**config.mk**
```make
export PLATFORM = sky130hd
export DESIGN_NAME = msrv32_store_unit
export DESIGN_NICKNAME = d
export VERILOG_FILES = /design/src/rtl/msrv32_pkg.sv /design/src/rtl/msrv32_store_align.sv /design/src/rtl/msrv32_store_unit.sv
export SDC_FILE = /design/constraint.sdc
export NUM_CORES = 1
export LEC_CHECK = 0
export CAP_MARGIN = 25
export CORE_MARGIN = 3
export CORE_UTILIZATION = 39
export CTS_CLUSTER_DIAMETER = 100
export CTS_CLUSTER_SIZE = 30
export DETAILED_ROUTE_END_ITERATION = 10
export PLACE_DENSITY = 0.88
export SLEW_MARGIN = 20
export SYNTH_ARGS = -nofsm -noshare
export SYNTH_HDL_FRONTEND = slang
export SYNTH_SLANG_ARGS = --single-unit
```
**constraint.sdc**
```tcl
create_clock -name ms_riscv32_mp_clk_in -period 2.5 [get_ports ms_riscv32_mp_clk_in]
set_clock_uncertainty 0.2 [all_clocks]
set_input_delay 0.25 -clock ms_riscv32_mp_clk_in [delete_from_list [all_inputs] [get_ports ms_riscv32_mp_clk_in]]
set_output_delay 0.25 -clock ms_riscv32_mp_clk_in [all_outputs]
set_load 0.01 [all_outputs]
```
**src/rtl/msrv32_pkg.sv**
```systemverilog
// Shared encodings for the msrv32 store path: access sizes, error codes and
// the store-unit state encoding.
package msrv32_pkg;

    typedef enum logic [1:0] {
        SIZE_BYTE    = 2'b00,
        SIZE_HALF    = 2'b01,
        SIZE_WORD    = 2'b10,
        SIZE_ILLEGAL = 2'b11
    } store_size_e;

    typedef enum logic {
        ST_IDLE = 1'b0,
        ST_BUSY = 1'b1
    } store_state_e;

    localparam logic [1:0] ERR_NONE     = 2'b00;
    localparam logic [1:0] ERR_MISALIGN = 2'b01;
    localparam logic [1:0] ERR_TIMEOUT  = 2'b10;

endpackage

```
**src/rtl/msrv32_store_align.sv**
```systemverilog
// Combinational lane steering for stores: replicates the source data across
// byte lanes, builds the byte-enable mask and flags misaligned/illegal sizes.
module msrv32_store_align
    import msrv32_pkg::*;
(
    input  store_size_e size,
    input  logic [1:0]  addr_lo,
    input  logic [31:0] rs2,
    output logic [31:0] data,
    output logic [3:0]  mask,
    output logic        aligned
);

    // NOTE: every output gets a default before the case so no path leaves it
    // unassigned, which would otherwise infer a latch.
    always_comb begin
        data    = rs2;
        mask    = 4'b0000;
        aligned = 1'b0;
        case (size)
            SIZE_BYTE: begin
                data    = {4{rs2[7:0]}};
                mask    = 4'b0001 << addr_lo;
                aligned = 1'b1;
            end
            SIZE_HALF: begin
                data    = {2{rs2[15:0]}};
                mask    = addr_lo[1] ? 4'b1100 : 4'b0011;
                aligned = ~addr_lo[0];
            end
            SIZE_WORD: begin
                data    = rs2;
                mask    = 4'b1111;
                aligned = (addr_lo == 2'b00);
            end
            default: begin
                aligned = 1'b0;
            end
        endcase
    end

endmodule

```
**src/rtl/msrv32_store_unit.sv**
```systemverilog
// Store unit: accepts one store at a time, holds the bus write request until
// the bus responds or the response window expires, and reports done/error.
module msrv32_store_unit
    import msrv32_pkg::*;
#(
    parameter int TIMEOUT_CYCLES = 16
) (
    input  logic        ms_riscv32_mp_clk_in,
    input  logic        ms_riscv32_mp_rst_in,
    input  logic        store_req_in,
    input  logic [1:0]  store_size_in,
    input  logic [31:0] iadder_in,
    input  logic [31:0] rs2_in,
    input  logic        ahb_resp_in,
    output logic [31:0] ms_riscv32_mp_dmaddr_out,
    output logic [31:0] ms_riscv32_mp_dmdata_out,
    output logic [3:0]  ms_riscv32_mp_dmwr_mask_out,
    output logic        ms_riscv32_mp_dmwr_req_out,
    output logic        store_busy_out,
    output logic        store_done_out,
    output logic [1:0]  store_err_out
);

    localparam logic [7:0] COUNT_LAST = 8'(TIMEOUT_CYCLES - 1);

    store_state_e state, state_next;
    logic [7:0]   count, count_next;
    logic [31:0]  addr_next, data_next;
    logic [3:0]   mask_next;
    logic         req_next, done_next;
    logic [1:0]   err_next;

    logic [31:0]  align_data;
    logic [3:0]   align_mask;
    logic         align_ok;

    msrv32_store_align u_align (
        .size    (store_size_e'(store_size_in)),
        .addr_lo (iadder_in[1:0]),
        .rs2     (rs2_in),
        .data    (align_data),
        .mask    (align_mask),
        .aligned (align_ok)
    );

    assign store_busy_out = (state != ST_IDLE);

    always_comb begin
        state_next = state;
        count_next = count;
        addr_next  = ms_riscv32_mp_dmaddr_out;
        data_next  = ms_riscv32_mp_dmdata_out;
        mask_next  = ms_riscv32_mp_dmwr_mask_out;
        req_next   = ms_riscv32_mp_dmwr_req_out;
        done_next  = 1'b0;
        err_next   = ERR_NONE;
        case (state)
            ST_IDLE: begin
                if (store_req_in) begin
                    if (align_ok) begin
                        state_next = ST_BUSY;
                        count_next = 8'd0;
                        addr_next  = {iadder_in[31:2], 2'b00};
                        data_next  = align_data;
                        mask_next  = align_mask;
                        req_next   = 1'b1;
                    end else begin
                        err_next = ERR_MISALIGN;
                    end
                end
            end
            ST_BUSY: begin
                // A response arriving on the last window cycle still counts as success.
                if (ahb_resp_in) begin
                    state_next = ST_IDLE;
                    count_next = 8'd0;
                    mask_next  = 4'b0000;
                    req_next   = 1'b0;
                    done_next  = 1'b1;
                end else if (count == COUNT_LAST) begin
                    state_next = ST_IDLE;
                    count_next = 8'd0;
                    mask_next  = 4'b0000;
                    req_next   = 1'b0;
                    err_next   = ERR_TIMEOUT;
                end else begin
                    count_next = count + 8'd1;
                end
            end
        endcase
    end

    // NOTE: state uses non-blocking assignments so every register samples the
    // pre-edge values, independent of statement order.
    always_ff @(posedge ms_riscv32_mp_clk_in or posedge ms_riscv32_mp_rst_in) begin
        if (ms_riscv32_mp_rst_in) begin
            state                       <= ST_IDLE;
            count                       <= 8'd0;
            ms_riscv32_mp_dmaddr_out    <= 32'd0;
            ms_riscv32_mp_dmdata_out    <= 32'd0;
            ms_riscv32_mp_dmwr_mask_out <= 4'b0000;
            ms_riscv32_mp_dmwr_req_out  <= 1'b0;
            store_done_out              <= 1'b0;
            store_err_out               <= ERR_NONE;
        end else begin
            state                       <= state_next;
            count                       <= count_next;
            ms_riscv32_mp_dmaddr_out    <= addr_next;
            ms_riscv32_mp_dmdata_out    <= data_next;
            ms_riscv32_mp_dmwr_mask_out <= mask_next;
            ms_riscv32_mp_dmwr_req_out  <= req_next;
            store_done_out              <= done_next;
            store_err_out               <= err_next;
        end
    end

endmodule

```
After elaboration in Yosys (flattened, before gate mapping)

Index checks and enable logic that the tools add are counted.

Bits in registers: 79
Bits of input ports: 70
Output and inout bits: 73
Logic and storage cells: 54

$add $sub $neg: 1
Equal/unequal tests: 6
Shift-type cells: 1
Mux-type cells: 31
Bitwise operators: 2
Reduce and logical (&&, ||, !) cells: 5

Operator list:

| cell                                                                    | count |
|---|---|
| 32-bit case mux with 2 select lines                                     | 1 |
| 8-bit 2-to-1 mux                                                        | 4 |
| 4-bit 2-to-1 mux                                                        | 5 |
| 8-bit case mux with 2 select lines                                      | 1 |
| 1-bit 2-to-1 mux                                                        | 12 |
| 4-bit case mux with 3 select lines                                      | 1 |
| 8-bit by 1-bit adder with 8-bit output, second input constant           | 1 |
| 8-bit by 4-bit == test with 1-bit output, second input constant         | 1 |
| 4-bit case mux with 2 select lines                                      | 1 |
| 3-bit AND reduction                                                     | 2 |
| 2-bit zero test                                                         | 2 |
| 2-bit 2-to-1 mux                                                        | 2 |
| 2-bit inequality test, second input constant                            | 2 |
| 1-bit case mux with 2 select lines                                      | 2 |
| 2-bit case mux with 2 select lines                                      | 1 |
| 1-bit by 2-bit left shift with 4-bit output, first input constant       | 1 |
| 3-bit by 2-bit inequality test with 1-bit output, second input constant | 1 |
| 1-bit case mux with 3 select lines                                      | 1 |
| 2-bit by 1-bit == test with 1-bit output, second input constant         | 1 |
| 2-bit == test, second input constant                                    | 1 |
| 1-bit NOT                                                               | 2 |
| 2-bit AND reduction                                                     | 1 |

Logic depth before layout (Yosys ltp)

Gate-level depths: netlist (run 1).

Depth after elaboration: 5
Gate-level depth with buffers: 7
Mapped depth without buffers: 5

Modules after synthesis

From an unflattened synthesis (run 1), not the netlist that was laid out.

Cells, all modules: 279
Area, all modules: 3666.0 µm²

Modules (own cells, without submodules):

| module             | times used | cells an instance | area each (µm²) | seq. area each (µm²) |
|---|---|---|---|---|
| msrv32_store_unit  | 1          | 212               | 3090.5          | 1976.9 |
| msrv32_store_align | 1          | 67                | 575.6           | 0.0 |

Worst setup path before layout (run 1)

No wires, ideal clock.

Path type: register -> register
From: register count[4]
To: register ms_riscv32_mp_dmwr_req_out
Setup time: 0.119 ns
Data arrival time: 1.458 ns
Required time: 2.181 ns
Slack: 0.723 ns
Cell stages (with the launch flop): 5
Path buffers: 0
Clock period less this slack: 1.777 ns
Path through: dfrtp_1 -> or4_4 -> o21ai_4 -> nand2b_2 -> a21bo_1

Longest elaborated chain between the ends: 3

Ends and longest elaborated chain:

| item                                                              | line                     | text |
|---|---|---|
| start, declared                                                   | msrv32_store_unit.sv:27  | `logic [7:0] count, count_next;` |
| start signal, assigned                                            | msrv32_store_unit.sv:107 | `count <= count_next;` |
| 8-bit by 4-bit == test with 1-bit output                          | msrv32_store_unit.sv:80  | `end else if (count == COUNT_LAST) begin` |
| 3-bit by 2-bit inequality test with 1-bit output (no source line) | --                       |  |
| 3-bit AND reduction (no source line)                              | --                       |  |
| end signal, assigned                                              | msrv32_store_unit.sv:111 | `ms_riscv32_mp_dmwr_req_out <= req_next;` |
| end, declared                                                     | msrv32_store_unit.sv:18  | `output logic ms_riscv32_mp_dmwr_req_out,` |

No other way between the ends.
A chain may end at the register's enable or synchronous reset.

Worst setup path after layout (run 1)

From: input port store_size_in[1]
To: register ms_riscv32_mp_dmwr_mask_out[1]

Longest elaborated chain between the ends: 5
Elaborated cells between the ends (all ways): 10
Classes of those cells: eq/ne: 3; mux: 5; reduce/logical: 2

Ends and longest elaborated chain:

| item                                        | line                     | text |
|---|---|---|
| start, declared                             | msrv32_store_unit.sv:11  | `input logic [1:0] store_size_in,` |
| 2-bit == test, or another cell as far along | msrv32_store_align.sv:20 | `case (size)` |
| 4-bit case mux with 3 select lines          | msrv32_store_align.sv:20 |  |
| 4-bit 2-to-1 mux                            | msrv32_store_unit.sv:60  | `if (align_ok) begin` |
| 4-bit 2-to-1 mux                            | msrv32_store_unit.sv:59  | `if (store_req_in) begin` |
| 4-bit case mux with 2 select lines          | msrv32_store_unit.sv:57  | `case (state)` |
| end signal, assigned                        | msrv32_store_unit.sv:110 | `ms_riscv32_mp_dmwr_mask_out <= mask_next;` |
| end, declared                               | msrv32_store_unit.sv:17  | `output logic [3:0] ms_riscv32_mp_dmwr_mask_out,` |

Several ways; a longest one is shown, not always the timed one. The select of a mux whose other input is x is not followed.

==> results of run 1 <==
-- state kept, by name, summed over array words and instances (netlist names) --
name / cells
ms_riscv32_mp_dmwr_req_out: 1
store_done_out: 1
store_err_out: 2
ms_riscv32_mp_dmaddr_out: 30
ms_riscv32_mp_dmwr_mask_out: 4
ms_riscv32_mp_dmdata_out: 32
count: 8
store_busy_out: 1
-- final cells by class --
type	instances	area [µm²]
clock inverter	3	65.06
clock buffer	13	158.9
inverter	4	16.27
tap	105	131.4
sequential	79	1977
timing repair buffer	146	1484
multi-input combinational	187	1376
fill	659	3214
-- worst min-delay path, delay by kind of cell --
| kind | cells | cell delay, ps |
|---|---|---|
| buffers and inverters | 3 | 810 |
-- metrics by stage --
| step | cells | util | power [µW] | setup slack [ps] |
|---|---|---|---|---|
| 2_1_floorplan | 287 | - | 2250 | 26.62 |
| 4_1_cts | 537 | 0.6184 | 4137 | 513.3 |
| 3_3_place_gp | 521 | 0.5918 | 3009 | 291.0 |
| 5_1_grt | 537 | 0.6184 | 4291 | 380.6 |
| 6_report | 537 | 0.6184 | 4072 | 519.0 |
| 3_5_place_dp | 521 | 0.5918 | 3064 | 170.1 |
-- final timing paths --
check / cells past startpoint / endpoint
min in group ms_riscv32_mp_clk_in: 2 / ms_riscv32_mp_dmdata_out[30]$_DFFE_PP0P_
worst min register to register: 2 / ms_riscv32_mp_dmdata_out[30]$_DFFE_PP0P_
worst max-delay path: 5 / ms_riscv32_mp_dmwr_mask_out[1]$_DFFE_PP0P_
worst min-delay path: 3 / ms_riscv32_mp_dmaddr_out[19]$_DFFE_PP0P_
max in group asynchronous: 3 / ms_riscv32_mp_dmdata_out[24]$_DFFE_PP0P_
worst max register to register: 4 / ms_riscv32_mp_dmwr_req_out$_DFFE_PP0P_
-- power by group --
group	total, µW	leakage (µW)	switching, µW	internal [µW]
combinational	1290	0.00116	508	785
clock	1050	0.000114	434	617
sequential	1730	0.000974	164	1560
total	4070	0.00225	1110	2970
-- layer usage --
layer,global-route usage,vias up,routed length [µm]
li1,-,1276,-
met1,0.2016,1314,3398
met2,0.2778,130,4169
met3,0.06602,14,853
met4,0.06010,0,131
met5,0,-,0
-- cells by family (layout without fill, tap and decap cells) --
logic type	after synthesis	after routing
AO/OA/AOI/OAI	54	54
adder cells (fa/ha/maj)	1	1
XOR/XNOR	3	3
buffers and inverters	21	166
multiplexers	64	64
AND/OR/NAND/NOR	63	63
flip-flops	79	79
other	1	2
-- placed cells by master, fill, tap and decap left out, types with 2 or more instances in the layout --
| master | n |
|---|---|
| clkdlybuf4s50_1 | 140 |
| dfrtp_1 | 79 |
| nand2_1 | 33 |
| mux2_2 | 30 |
| o21ai_0 | 29 |
| mux2i_1 | 26 |
| a21oi_1 | 13 |
| nor2_1 | 13 |
| clkbuf_8 | 11 |
| mux2_1 | 8 |
| nand3_1 | 5 |
| o2bb2ai_1 | 4 |
| xor2_1 | 3 |
| inv_1 | 3 |
| buf_12 | 3 |
| buf_4 | 3 |
| nand2b_1 | 2 |
| nor2b_1 | 2 |
| clkinv_2 | 2 |
| conb_1 | 2 |
| bufinv_16 | 2 |
| clkbuf_1 | 2 |
==> impl_metrics.csv, run 1 <==
group,metric,value,unit
outcome,status,"finished clean",
synthesis,synthesis.area,0.003463,mm²
clock_tree,cts_resized,0,
clock_tree,cts.clk_slew.worst_paths,70,ps
worst_setup_path,crit_chain,"clkdlybuf4s50_1 > o21ai_0 > a221oi_4 > nand2b_2 > o2bb2ai_1",
clock_tree,cts-root-buf,"clkbuf_8",
cells_and_area,antenna-diode-count,0,
placement,dp_hpwl,6410,µm
global_routing,grt-ovfl-total,0,
power_and_ir_drop,power.leakage,0.002251,µW
synthesis,synthAdderAreaFrac,0.003613,
clock_tree,cts.sinks,79,
floorplan,die-area,0.01005,mm²
timing,max_freq,504.8,MHz
synthesis,synth.distinct_cells,37,
global_routing,antenna_found_initial,0,
timing,finalSetupViolCount,0,
drt,drc,0,
synthesis,yosysWarnings,0,
synthesis,syn_area_per_cell,12.11,µm²
drt,drt_iter0_drc,77,
worst_setup_path,critical_path.top_delay_family,"compound AO/OA/AOI/OAI gates",
worst_setup_path,cpMaxStageDelayCell,"clkdlybuf4s50_1",
synthesis,synthTopCellsByArea,"dfrtp_1 (57%), mux2_2 (9.8%), mux2i_1 (7.5%)",
drt,drtAntennaViolNets,0,
synthesis,synth_top_family_by_area,"multiplexers",
drt,viasPerCell,5.091,
timing,rsz0062_at_grt,"false",
worst_setup_path,cp.arrival,2030,ps
worst_setup_path,cp_max_fo,9,
placement,place_area,0.004985,mm²
timing,slew_violations,0,
floorplan,fp.dieH,100.2,µm
cells_and_area,post-route-cell-area,0.005209,mm²
power_and_ir_drop,power_density,781.7,mW/mm²
synthesis,async_reset_ff_frac,1.000,
worst_setup_path,critPathMaxStageDelay,660,ps
timing,fin_crit,1981,ps
drt,wire_per_inst,15.93,µm
placement,place.port_buffers,140,
synthesis,yosysSeqAreaShare,0.5708,
synthesis,synth_simple_gate_area_frac,0.08382,
clock_tree,clock_latency,330,ps
synthesis,ys_ff_latch,79,
clock_tree,cts_tree,"done",
cells_and_area,syn_to_final_growth,50.40,%
floorplan,fp.dieW,100.2,µm
synthesis,yosys.area.top_type,"dfrtp_1",
synthesis,synth-compound-area-share,0.09827,
floorplan,rows,33,
synthesis,synthTopCellsByCount,"dfrtp_1 (79), nand2_1 (33), mux2_2 (30), o21ai_0 (29), mux2i_1 (26)",
worst_setup_path,endpoint_kind,"flop",
drt,wl,8554,µm
timing,finalCritPeriodShare,0.7924,
clock_tree,cts_setup_buffers,0,
timing,whs,111.9,ps
synthesis,synthFlopType,"dfrtp_1",
hold_path,hp-class,"in -> async",
flow_run,maxCapViolations,0,
clock_tree,cts_max_path_buffers,2,
drt,firstDrtPassIters,5,
timing,hold_violations,0,
power_and_ir_drop,ir_drop,516.6,µV
clock_tree,postCtsHoldBufs,0,
global_routing,grt_max_degree,80,
synthesis,muxShareOfSynthArea,0.1987,
worst_setup_path,r2r_setup_slack,580,ps
floorplan,start_util,0.4112,
floorplan,core,0.008423,mm²
timing,slew_headroom,0.6666,
synthesis,synth-edff-count,0,
global_routing,grt_pass1_vias,2807,
drt,vias,2734,
worst_setup_path,cp-startpoint,"store_size_in[1]",
cells_and_area,layout.nets,498,
placement,gp_congestion,0.8151,
worst_setup_path,path_class,"in -> reg",
clock_tree,cts_buffers,9,
worst_setup_path,cp.required,2550,ps
clock_tree,ctsHtreeMaxLevel,3,
global_routing,groute.usage.overall,0.1690,
cells_and_area,drive_gt1_frac,0.1366,
synthesis,synth_top_area_share,0.5708,
floorplan,pin_count,143,
synthesis,synth_cells,286,
timing,worst_pin_slew,499.1,ps
synthesis,synth_xor_area_frac,0.007587,
worst_setup_path,r2r_start,"count[4]$_DFFE_PP0P_",
worst_setup_path,crit_path_start_kind,"input port",
worst_setup_path,worst-path-buf-inv,1,
synthesis,yosysMostFrequentCell,"dfrtp_1",
timing,finalSetupTns,0,ps
global_routing,grt_pass1_wl,13500,µm
(Power assumes the default switching activity.)
==> inputs of run 2 (changes only) <==
--- a/config.mk
+++ b/config.mk
@@ -7,11 +7,11 @@
 export LEC_CHECK = 0
 export CAP_MARGIN = 25
 export CORE_MARGIN = 3
-export CORE_UTILIZATION = 39
+export CORE_UTILIZATION = 43
 export CTS_CLUSTER_DIAMETER = 100
 export CTS_CLUSTER_SIZE = 30
 export DETAILED_ROUTE_END_ITERATION = 10
-export PLACE_DENSITY = 0.88
+export PLACE_DENSITY = 0.91
 export SLEW_MARGIN = 20
 export SYNTH_ARGS = -nofsm -noshare
 export SYNTH_HDL_FRONTEND = slang
==> constraint.sdc (replaced) <==
create_clock -name ms_riscv32_mp_clk_in -period 2.1 [get_ports ms_riscv32_mp_clk_in]
set_clock_uncertainty 0.2 [all_clocks]
set_input_delay 0.21 -clock ms_riscv32_mp_clk_in [delete_from_list [all_inputs] [get_ports ms_riscv32_mp_clk_in]]
set_output_delay 0.21 -clock ms_riscv32_mp_clk_in [all_outputs]
set_load 0.01 [all_outputs]
==> run 2 against run 1 <==
- sequential power grew 18%
- design area up 1.8%
- first-iteration DRC count is 42% higher
- critical path type is now reg -> reg
- wire length rose by 4.3%
- sequential share of layout area fell by 0.69 points
- sequential cell count did not move
- register-to-register slack worse by 390 ps
- clock-buffer cell count down 2
==> impl_metrics.csv, run 2 (same netlist as run 1, synthesis figures left out) <==
group,metric,value,unit
clock_tree,cts.sinks,79,
floorplan,die-area,0.009167,mm²
hold_path,hp-class,"in -> async",
drt,vias,2743,
floorplan,core,0.007767,mm²
outcome,status,"finished clean",
cells_and_area,mostFrequentLayoutCell,"clkdlybuf4s50_1",
cells_and_area,layout_common_cells,"clkdlybuf4s50_1 (140), dfrtp_1 (79), nand2_1 (33)",
floorplan,pin_count,143,
timing,rsz0062_at_grt,"false",
worst_setup_path,cpMaxStageDelayCell,"or4_4",
timing,finalSetupViolCount,0,
worst_setup_path,r2r_start,"count[4]$_DFFE_PP0P_",
flow_run,maxCapViolations,0,
worst_setup_path,ff2ff_path_depth,4,
placement,dp_hpwl,6756,µm
power_and_ir_drop,ir_drop,488.7,µV
clock_tree,ctsHtreeMaxLevel,3,
worst_setup_path,cp.arrival,1940,ps
clock_tree,postCtsHoldBufs,0,
global_routing,groute.usage.overall,0.1991,
clock_tree,cts_resized,0,
worst_setup_path,critPathMaxStageDelay,590,ps
timing,fin_crit,1909,ps
worst_setup_path,cp.required,2130,ps
cells_and_area,nFillCells,592,
cells_and_area,layout.nets,508,
clock_tree,cts_buffers,9,
floorplan,start_util,0.4459,
cells_and_area,largest_register,"ms_riscv32_mp_dmdata_out",
cells_and_area,drive_gt1_frac,0.1584,
worst_setup_path,r2r-end,"ms_riscv32_mp_dmwr_req_out$_DFFE_PP0P_",
timing,hold_violations,0,
worst_setup_path,path_class,"reg -> reg",
floorplan,rows,32,
global_routing,grt_pass1_wl,13920,µm
cells_and_area,fin_util,0.6830,
drt,wl,8919,µm
timing,finalCritPeriodShare,0.9092,
global_routing,grt-ovfl-total,0,
drt,drc,0,
drt,drtAntennaViolNets,0,
power_and_ir_drop,finalPower,4980,µW
worst_setup_path,cp_max_fo,7,
timing,finalSetupTns,0,ps
clock_tree,cts_max_path_buffers,2,
power_and_ir_drop,power_density,938.7,mW/mm²
worst_setup_path,crit_chain,"or4_4 > o21ai_4 > nand2b_2 > a21bo_1",
placement,place.port_buffers,140,
drt,viasPerCell,5.042,
drt,wire_per_inst,16.40,µm
power_and_ir_drop,power.leakage,0.002297,µW
floorplan,fp.dieH,95.75,µm
worst_setup_path,r2r_setup_slack,190,ps
cells_and_area,syn_to_final_growth,53.18,%
timing,max_freq,523.7,MHz
timing,slew_violations,0,
worst_setup_path,crit_path_start_kind,"flop",
clock_tree,cts_setup_buffers,0,
floorplan,fp.dieW,95.75,µm
placement,gp_congestion,0.8335,
global_routing,grt_max_degree,80,
global_routing,grt_pass1_vias,2874,
clock_tree,cts-root-buf,"clkbuf_8",
cells_and_area,antenna-diode-count,0,
worst_setup_path,endpoint_kind,"flop",
placement,pre_cts_ws,-95.71,ps
global_routing,antenna_found_initial,0,
drt,drt_iter0_drc,109,
cells_and_area,top_regs,"ms_riscv32_mp_dmdata_out: 32 flops, ms_riscv32_mp_dmaddr_out: 30 flops, count: 8 flops",
drt,firstDrtPassIters,4,
cells_and_area,largest_register_ffs,32,
clock_tree,clock_latency,330,ps
timing,setup_slack,190.7,ps
clock_tree,cts_tree,"done",
clock_tree,cts.clk_slew.worst_paths,80,ps
## run 2: how the worst max path moves through the flow
stage          slack (ps)  cells after the start                 start                                  endpoint
6_report              190                      4  count[4]$_DFFE_PP0P_    ms_riscv32_mp_dmwr_req_out$_DFFE_PP0P_
3_5_place_dp         -100                      6          iadder_in[0]  ms_riscv32_mp_dmaddr_out[16]$_DFFE_PP0P_
4_1_cts               180                      4  count[4]$_DFFE_PP0P_    ms_riscv32_mp_dmwr_req_out$_DFFE_PP0P_
2_1_floorplan         320                      4  count[4]$_DFFE_PP0P_    ms_riscv32_mp_dmwr_req_out$_DFFE_PP0P_
5_1_grt               110                      4  count[4]$_DFFE_PP0P_    ms_riscv32_mp_dmwr_req_out$_DFFE_PP0P_
3_3_place_gp          -30                      5          iadder_in[0]   ms_riscv32_mp_dmaddr_out[9]$_DFFE_PP0P_
## run 2: worst max-delay path: cells and delay by family, from the launching register on
kind,cells,cell delay (ps)
AND/OR/NAND/NOR,2,730
AO/OA/AOI/OAI,2,430
flip-flops,1,450
## run 2: power by group
group / switching (µW) / internal [µW]
Sequential: 191 / 1860
Combinational: 610 / 951
Clock: 545 / 823
## run 2: metrics by stage
step           std cells  instance area (µm²)  hold slack [ps]
6_report             544                 5305            128.6
5_1_grt              544                 5305            182.3
4_1_cts              544                 5305            154.2
3_5_place_dp         528                 5059            273.3
3_3_place_gp         528                 5059            260.6
2_1_floorplan        287                 3471            128.4
## run 2: cell type report
cell class,instances,area [µm²],share of cell area
multi-input cells,187,1376,0.2594
clock buffers,11,141.4,0.02665
inverters,4,18.77,0.003538
well taps,102,127.6,0.02406
flip-flops and latches,79,1977,0.3726
repair buffers,156,1559,0.2939
clock inverters,5,105.1,0.01981
## run 2: routing by layer
layer,routed length [µm],vias up,track usage
met5,0,-,0
met4,104,0,0.06517
met3,732,10,0.06411
met2,4587,98,0.3353
met1,3493,1336,0.2416
li1,-,1299,-
==> variant 1 (settings of run 1) <==
Remove the register `store_done_out`: a continuous assignment takes its place, so the output `store_done_out` follows one clock earlier.
--- a/src/rtl/msrv32_store_unit.sv
+++ b/src/rtl/msrv32_store_unit.sv
@@ -102,3 +102,2 @@
             ms_riscv32_mp_dmwr_req_out  <= 1'b0;
-            store_done_out              <= 1'b0;
             store_err_out               <= ERR_NONE;
@@ -111,3 +110,2 @@
             ms_riscv32_mp_dmwr_req_out  <= req_next;
-            store_done_out              <= done_next;
             store_err_out               <= err_next;
@@ -116,2 +114,4 @@
 
+    assign store_done_out = done_next;
+
 endmodule
Behaviour: not the same (Yosys sat finds a counterexample within 4 cycles, from zero or initial values and one cycle with ms_riscv32_mp_rst_in high).
==> variant 1 against run 1 <==
Final area shrank 0.17%. First-iteration DRC count shrank 18%. Highest routed layer unchanged. Power grew 1.5%. Worst hold slack lost 0.0084 ns. Sequential share of layout area shrank 0.42 points. Setup slack gained 0.046 ns. Sequential cell count shrank 1. Routed wire length grew 3.9%. Register-to-register slack gained 0.03 ns. Area after synthesis shrank 0.72%. Die area shrank 0.68%. Clock power grew 8%. Global-route usage grew 1.2 points.
==> variant 1: results (changes against run 1) <==
* Post-DP HPWL at 6.69 mm (was 6.41 mm)
* Crit path to: store_done_out (was ms_riscv32_mp_dmwr_mask_out[1])
* GPL Wtd Cong at 0.814 (was 0.815)
* Non-clk bufs at 148 (was 146)
* Final Net Count at 499 (was 498)
* Filler Cell Count at 672 (was 659)
* Status: finished, final reports clean (unchanged)
* Die ar. at 9980 µm² (was 10000 µm²)
* Clock Sink Count at 78 (was 79)
* Vias in the first global route at 2825 (was 2807)
* Metal3 WL at 643 µm (was 853 µm)
* Placed Area at 4960 µm² (was 4980 µm²)
* WL met1 at 3.67 mm (was 3.40 mm)
* GR Util All Layers at 18.1% (was 16.9%)
* Worst vdd ir at 0.407 mV (was 0.517 mV)
* TritonRoute pass-1 iters at 4 (was 5)
* Finished Cell Area at 5200 µm² (was 5210 µm²)
* Met2 wire length at 4.46 mm (was 4.17 mm)
* Setup WS pre-CTS at 0.205 ns (was 0.170 ns)
* Placed Cells at 522 (was 521)
* Ratio of cells with drive above 1 in the final layout at 14.3% (was 13.7%)
* Synth area leaders: dfrtp_1 (57%), mux2_2 (9.8%), mux2i_1 (7.6%) (was dfrtp_1 (57%), mux2_2 (9.8%), mux2i_1 (7.5%))
* Met1 usage at 22.5% (was 20.2%)
* Worst-margin pin slew at 0.526 ns (was 0.499 ns)
* Non-clk buf share at 28.6% (was 28.5%)
* Worst-Skew Late Latency at 0.35 ns (was 0.33 ns)
* Pin count of the biggest net entering global routing at 79 (was 80)
* Reg-to-reg slack, setup at 0.61 ns (was 0.58 ns)
* Global-route wire length before repair at 14.2 mm (was 13.5 mm)
* Iter 0 DRT Violations at 63 (was 77)
* Syn Area/Cell at 12.1 µm² (about the same)
* Post-synthesis mux area share at 20.0% (was 19.9%)
* CP Max Fanout at 5 (was 9)
[variant 1: power breakdown]
| part | leakage [nW] | switching, W | total (W) | internal (W) |
|---|---|---|---|---|
| clock network | 0.112 | 0.000464 | 0.00113 | 0.000662 |
| logic | 1.17 | 0.000515 | 0.00130 | 0.000785 |
| registers | 0.961 | 0.000161 | 0.00171 | 0.00155 |
| total | 2.24 | 0.00114 | 0.00413 | 0.00299 |
[variant 1: critical path, stage by stage (launching register included)]
cell and delay (ns):
dfrtp_1 0.47, nand2_1 0.10, inv_1 0.06, clkdlybuf4s50_1 0.52
[variant 1: kinds of logic (layout without fill, tap and decap cells)]
| logic type | after synthesis | after routing |
|---|---|---|
| DFF | 78 | 78 |
| muxes | 64 | 64 |
| and+or+nand+nor | 63 | 63 |
| AOI/OAI and AO/OA | 54 | 54 |
| buffers and inverters | 21 | 168 |
| xor gates and xnor gates | 3 | 3 |
| adders and majority gates | 1 | 1 |
| other | 1 | 2 |
==> variant 2 (settings of run 1) <==
Made on the original files. The parameter `TIMEOUT_CYCLES` goes from 16 to 15.
--- a/src/rtl/msrv32_store_unit.sv
+++ b/src/rtl/msrv32_store_unit.sv
@@ -5,3 +5,3 @@
 #(
-    parameter int TIMEOUT_CYCLES = 16
+    parameter int TIMEOUT_CYCLES = 15
 ) (
Formal check against the unedited RTL: no difference found for any inputs over 4 cycles, from zero or initial values and one cycle with ms_riscv32_mp_rst_in high; that may be too few to reach the edited logic, so the function may still have changed.
==> variant 2 against run 1 <==
Routed wire length grew 11%. Final area grew 2.9%. Synthesized cell count grew 2.1%. Register-to-register slack gained 0.11 ns. Non-clock buffer count grew 4. Power grew 3.0%. Sequential cell count is the same. Setup slack lost 0.11 ns. Area after synthesis grew 3.8%.
==> variant 2: results (changes against run 1) <==
* Syn Area/Cell at 12.3 µm² (was 12.1 µm²)
* Antenna violations before repair at 0 (unchanged)
* Synth Area in XOR/XNOR at 0% (was 0.759%)
* Synth cell types at 34 (was 37)
* Worst vdd ir at 0.318 mV (was 0.517 mV)
* Status: finished, final reports clean (unchanged)
* Iter 0 DRT Violations at 101 (was 77)
* Post-Synth Adder-Cell Area at 0.696% (was 0.361%)
* Ratio of cells with drive above 1 in the final layout at 13.6% (was 13.7%)
* CP Max Fanout at 17 (was 9)
* Synth Area in Compound Gates at 9.64% (was 9.83%)
* Synth area leaders: dfrtp_1 (55%), mux2_4 (13%), mux2i_1 (6.7%) (was dfrtp_1 (57%), mux2_2 (9.8%), mux2i_1 (7.5%))
* Ys flop type: dfrtp_1 (unchanged)
* Post-synthesis mux area share at 21.7% (was 19.9%)
* Sequential power share at 41.3% (was 42.4%)
* Vias in the first global route at 2940 (was 2807)
* Vias at 2787 (was 2734)
* Min Hold Slack at 0.0628 ns (was 0.112 ns)
* Post-DP HPWL at 7.32 mm (was 6.41 mm)
* Reg2Reg Launch Point: count[0] (was count[4])
* Total Wirelength at 9.53 mm (was 8.55 mm)
* Biggest regs: ms_riscv32_mp_dmdata_out (32), ms_riscv32_mp_dmaddr_out (30), count (8) (unchanged)
* Commonest cells post-synth: dfrtp_1 (79), nand2_1 (31), mux2_4 (30) (was dfrtp_1 (79), nand2_1 (33), mux2_2 (30))
* Vias per cell at 5.09 (about the same)
* Crit path to: count[3] (was ms_riscv32_mp_dmwr_mask_out[1])
* Critical path's slowest cell: clkdlybuf4s50_1 (unchanged)
* TritonRoute pass-1 iters at 4 (was 5)
* GPL Wtd Cong at 0.802 (was 0.815)
* Placed Cells at 533 (was 521)
* Clock share of power at 25.9% (was 25.8%)
* Slew margin rel. at 58.5% (was 66.7%)
* Internal power at 0.00307 W (was 0.00297 W)
* Reg2Reg Depth at 6 (was 4)
* Syn. warnings at 0 (unchanged)
* WP data arrival at 2.14 ns (was 2.03 ns)
* Fin worst setup slack at 0.407 ns (was 0.519 ns)
* Final Net Count at 508 (was 498)
* Post-CTS Setup Inserts at 0 (unchanged)
* Leakage power at 2.39 nW (was 2.25 nW)
* Setup WS pre-CTS at 0.103 ns (was 0.170 ns)
* Reg-to-reg slack, setup at 0.69 ns (was 0.58 ns)
* Total Power at 0.00419 W (was 0.00407 W)
* GR Util All Layers at 18.3% (was 16.9%)
* Main combinational cell family by area after synthesis: multiplexers (unchanged)
* Pin count of the biggest net entering global routing at 53 (was 80)
* Global-route wire length before repair at 14.7 mm (was 13.5 mm)
* Sequential area share after synthesis at 55.0% (was 57.1%)
* CP startpoint: store_size_in[1] (unchanged)
* Placed Area at 5130 µm² (was 4980 µm²)
-- variant 2: cell types whose count changed after synthesis, moves of 2 or more --
cell,delta
a21oi_1,+5
buf_4,-3
buf_6,+5
mux2_1,-2
mux2_2,-28
mux2_4,+30
mux2i_1,-2
nand2_1,-2
nand3_1,-2
o21ai_0,-2
o21ai_1,+7
or3_1,+5
xor2_1,-3
-- variant 2: per-layer routing --
metal / global-route usage (%) / share of wire, % / vias up
met5: 0 / 0 / -
met4: 9.28 / 3.6 / 0
met3: 3.41 / 5.4 / 25
met2: 30.4 / 49 / 111
met1: 22.8 / 42 / 1345
li1: - / - / 1306
-- variant 2: cell type report --
| class | count | area (µm²) |
|---|---|---|
| fillers | 707 | 3490 |
| clock buffers | 11 | 131 |
| well taps | 108 | 135 |
| repair buffers | 150 | 1510 |
| flip-flops and latches | 79 | 1980 |
| multi-input cells | 192 | 1490 |
| clock inverters | 4 | 95.1 |
| inverters | 4 | 16.3 |
